--- config.mk ---
export PLATFORM = sky130hd
export DESIGN_NAME = calc_lfsr16
export DESIGN_NICKNAME = d
export VERILOG_FILES = /design/src/rtl/calc_stim_checker_pkg.sv /design/src/rtl/calc_lfsr16.sv
export SDC_FILE = /design/constraint.sdc
export NUM_CORES = 1
export LEC_CHECK = 0
export ABC_AREA = 0
export CAP_MARGIN = 20
export CELL_PAD_IN_SITES_DETAIL_PLACEMENT = 1
export CELL_PAD_IN_SITES_GLOBAL_PLACEMENT = 2
export CORE_ASPECT_RATIO = 1.4
export CORE_UTILIZATION = 30
export DETAILED_ROUTE_END_ITERATION = 10
export PLACE_DENSITY_LB_ADDON = 0.1
export SLEW_MARGIN = 20
export SYNTH_ARGS = -nofsm -noshare
export SYNTH_HDL_FRONTEND = slang
export SYNTH_SLANG_ARGS = --single-unit
--- constraint.sdc ---
create_clock -name clk -period 2.3 [get_ports clk]
set_input_delay 0.46 -clock clk [delete_from_list [all_inputs] [get_ports clk]]
set_output_delay 0.46 -clock clk [all_outputs]
set_load 0.02 [all_outputs]
--- src/rtl/calc_stim_checker_pkg.sv ---
// Shared widths, MODO encodings, FSM states and the stimulus payload for the
// calculadora initiator/checker.
package calc_stim_checker_pkg;

   localparam int unsigned DATA_W = 8;
   localparam int unsigned MODO_W = 2;
   localparam int unsigned LFSR_W = 16;
   localparam int unsigned WCNT_W = 3;

   localparam logic [MODO_W-1:0] MODO_SUMA  = 2'b00;
   localparam logic [MODO_W-1:0] MODO_RESTA = 2'b01;
   localparam logic [MODO_W-1:0] MODO_AND   = 2'b10;
   localparam logic [MODO_W-1:0] MODO_OR    = 2'b11;

   typedef enum logic [2:0] {
      ST_IDLE,
      ST_DRIVE,
      ST_WAIT,
      ST_CHECK,
      ST_DONE
   } state_e;

   typedef struct packed {
      logic [MODO_W-1:0] modo;
      logic [DATA_W-1:0] b;
      logic [DATA_W-1:0] a;
   } vec_t;

   // Operands and operation for one vector, taken from the LFSR before it steps.
   function automatic vec_t vec_from_lfsr(input logic [LFSR_W-1:0] s);
      vec_t v;
      v.a    = s[7:0];
      v.b    = s[15:8];
      v.modo = s[1:0] ^ s[9:8];
      return v;
   endfunction

endpackage

--- src/rtl/calc_lfsr16.sv ---
// 16-bit Fibonacci LFSR (taps 16,14,13,11). A load and a step on the same edge
// yield the seed advanced by one step.
module calc_lfsr16
   import calc_stim_checker_pkg::*;
#(
   parameter logic [LFSR_W-1:0] RST_VAL = 16'hACE1
) (
   input  logic              clk,
   input  logic              rst,
   input  logic              load,
   input  logic [LFSR_W-1:0] seed,
   input  logic              step,
   output logic [LFSR_W-1:0] q
);

   logic [LFSR_W-1:0] q_q;
   logic [LFSR_W-1:0] q_d;
   logic [LFSR_W-1:0] base_c;

   // Right-shifting form: taps 16,14,13,11 land on bits 0,2,3,5.
   always_comb begin
      base_c = load ? seed : q_q;
      q_d    = base_c;
      if (step) begin
         q_d = {base_c[0] ^ base_c[2] ^ base_c[3] ^ base_c[5], base_c[LFSR_W-1:1]};
      end
   end

   always_ff @(posedge clk or negedge rst) begin
      if (!rst) begin
         q_q <= RST_VAL;
      end else begin
         q_q <= q_d;
      end
   end

   assign q = q_q;

endmodule

==> metrics.md <==
| Metric | Value |
|---|---|
| DIE AREA | `3070 um^2` |
| FF-to-FF Start | `q[0]` |
| Flop2flop setup slack | `920 ps` |
| Flip-flop count of the largest register after layout | `16` |
| Outcome | `finished clean` |
| Final wirelength | `1.85 mm` |
| Critical path class | `reg -> out` |
| Worst-skew pair later-pin latency | `280 ps` |
| Routability cong. | `0.629` |
| Yosys reg bits | `16` |
| Layout cells sized above 1 | `35.4%` |
| DP Wirelength | `1.35 mm` |
| Worst setup EP type | `output pin` |
| CTS buffer count | `3` |
| Postcts setup bufs | `0` |
| Commonest cells after routing, fill and taps aside | `clkdlybuf4s50_1, mux4_2, dfstp_2, dfrtp_1, xnor2_1` |
| Ant. Diodes | `0` |
| Tightest Pin Transition | `713 ps` |
| Die height | `65.2 um` |
| Sink Count | `16` |
| Sw Pwr | `0.261 mW` |
| Total power | `0.912 mW` |
| Router iterations before antenna repair | `2` |
| Internal power | `0.651 mW` |
| Global-route met1 utilization | `20.9%` |
| Final net count | `100` |
| Setup_tns | `0 ps` |
| Count of port buffers added during placement | `35` |
| Post-CTS resize count | `0` |
| Largest net degree at the start of global routing | `17` |
| Worst-path clk slew | `100 ps` |
| Tcrit/Tclk final | `83.3%` |
| Area Growth Syn to Fin | `51.0%` |
| Worst setup path start | `q[5]` |
| Switch share | `28.6%` |
| Net Count, Synth | `62` |
| FILL cells | `272` |
| Area share of the largest cell type after synthesis | `36.9%` |
| Sequential-to-total area share from yosys stat | `48.0%` |
| Fin. Hold Viols | `0` |
| Power per cell area | `707 nW/um^2` |
| GRT overflow | `0` |
| Critical path's top delay family | `buffers and inverters` |
| Most common cell after layout, fill and taps aside | `clkdlybuf4s50_1` |
| Syn_area_per_cell | `20.3 um^2` |
| Unique masters post-synth | `9` |
| Clock network fraction of design power | `20.4%` |
| Final core occ | `48.3%` |
| Boundary Pins | `36` |
| Final clock skew | `1.74 ps` |
| Dpl cell area | `1250 um^2` |
| Worst-path fanout max | `4` |
| Fin Hold WS | `598 ps` |
| Slew Limit Fails | `0` |
| DRT iter0 DRCs | `11` |
| Antenna violations before repair | `0` |
| Post-route DRC violation count | `0` |
| First-pass GRT wire length | `3.02 mm` |
| Relative slew margins | `52.3%` |
| Max VDD drop | `0.358 mV` |
| Die W | `47.1 um` |
| Register share of total power | `42.8%` |
| CTS tree | `built` |
| Setup violations, final | `0` |
| Slowest CP cell | `clkdlybuf4s50_1` |
| Critical Path Start Type | `register` |
| Max Fclk | `522 MHz` |
| Biggest area consumer among synthesized cells | `mux4_2` |
| Non-Filler Instances | `115` |
| Dpl cells | `111` |
| Crit path DAT | `1460 ps` |
| Mapped Area | `855 um^2` |
| ANT nets after route | `0` |
| MaxCap Viol Count | `0` |
| Final WS setup | `383 ps` |
| Average wire per standard cell | `16.1 um` |
| Core Area | `2670 um^2` |
| Crit path required time | `1840 ps` |
| M3 GR Usage | `2.47%` |
| Synth Instances | `42` |
| Min-delay worst type | `in -> async` |
| Warnings from Yosys | `0` |
| Logic gate share of total power | `36.8%` |
| Dpl ws | `423 ps` |
| Final Instance Area | `1290 um^2` |
| Pleak | `0.477 nW` |
| RSZ-0062 raised after global routing | `no` |
| Crit path cell chain | `clkdlybuf4s50_1` |
| Vias per cell | `5.03` |
| CTS Buffer Depth | `2` |
| Slowest stage delay, CP | `600 ps` |
| Starting Density | `32.0%` |
| Number of global-route vias before repair | `615` |
| GR Util All Layers | `14.1%` |
| Tmin final | `1920 ps` |
| Top cells by area, synth | `mux4_2, dfstp_2, dfrtp_1, mux4_1, xnor2_1` |
| Row cnt | `22` |
| Clock root buffer master | `clkbuf_4` |
| DR vias | `578` |
| H-tree depth | `1` |
| Met2 usage | `21.0%` |
| CP Buf/Inv Count | `1` |
| Most Crowded Layer GR | `met2` |
| Hold Buf Count CTS | `0` |
## cells by family (layout without fill, tap and decap cells)
kind of cell | after synthesis | after routing | share of synthesized area (%)
buffers and inverters | 4 | 41 | 2.78
flip-flops | 16 | 16 | 48.0
XOR/XNOR | 6 | 6 | 6.15
multiplexers | 16 | 16 | 43.0
## Yosys cell counts (all sizes together)
master	n
xor2	2
dfstp	8
dfrtp	8
clkbuf	1
xnor2	4
buf	3
mux4	16
## layout make-up
type                            instances  area (um^2)  share of cell area [%]
Sequential cell                        16          410                    31.8
Tap cell                               36         45.0                    3.49
Multi-Input combinational cell         22          420                    32.6
Timing Repair Buffer                   37          378                    29.3
Clock buffer                            4         36.3                    2.81
## power groups by stage
| stage | clock, mW | sequential (mW) | combinational, mW |
|---|---|---|---|
| finish | 0.186 | 0.390 | 0.336 |
| global route | 0.211 | 0.398 | 0.354 |
| CTS | 0.196 | 0.391 | 0.341 |
| detailed placement | 0 | 0.394 | 0.338 |
| global placement | 0 | 0.395 | 0.337 |
| floorplan | 0 | 0.447 | 0.124 |
## layer usage
metal  vias up  share of wire, %  wire length (um)
li1        247                 -                 -
met1       307                42               783
met2        24                52               957
met4         0                 0                 0
met3         0               5.8               107
met5         -                 0                 0
## path summary, 6_finish.rpt
kind | end | cells after the start
min in group clk | q[12] | 1
max in group asynchronous | q[14] | 1
hold / removal | q[9] | 1
setup reg to reg | q[15] | 3
setup / recovery | q[5] | 1
hold reg to reg | q[12] | 1
No activity file was read; power rests on OpenSTA's default activity.
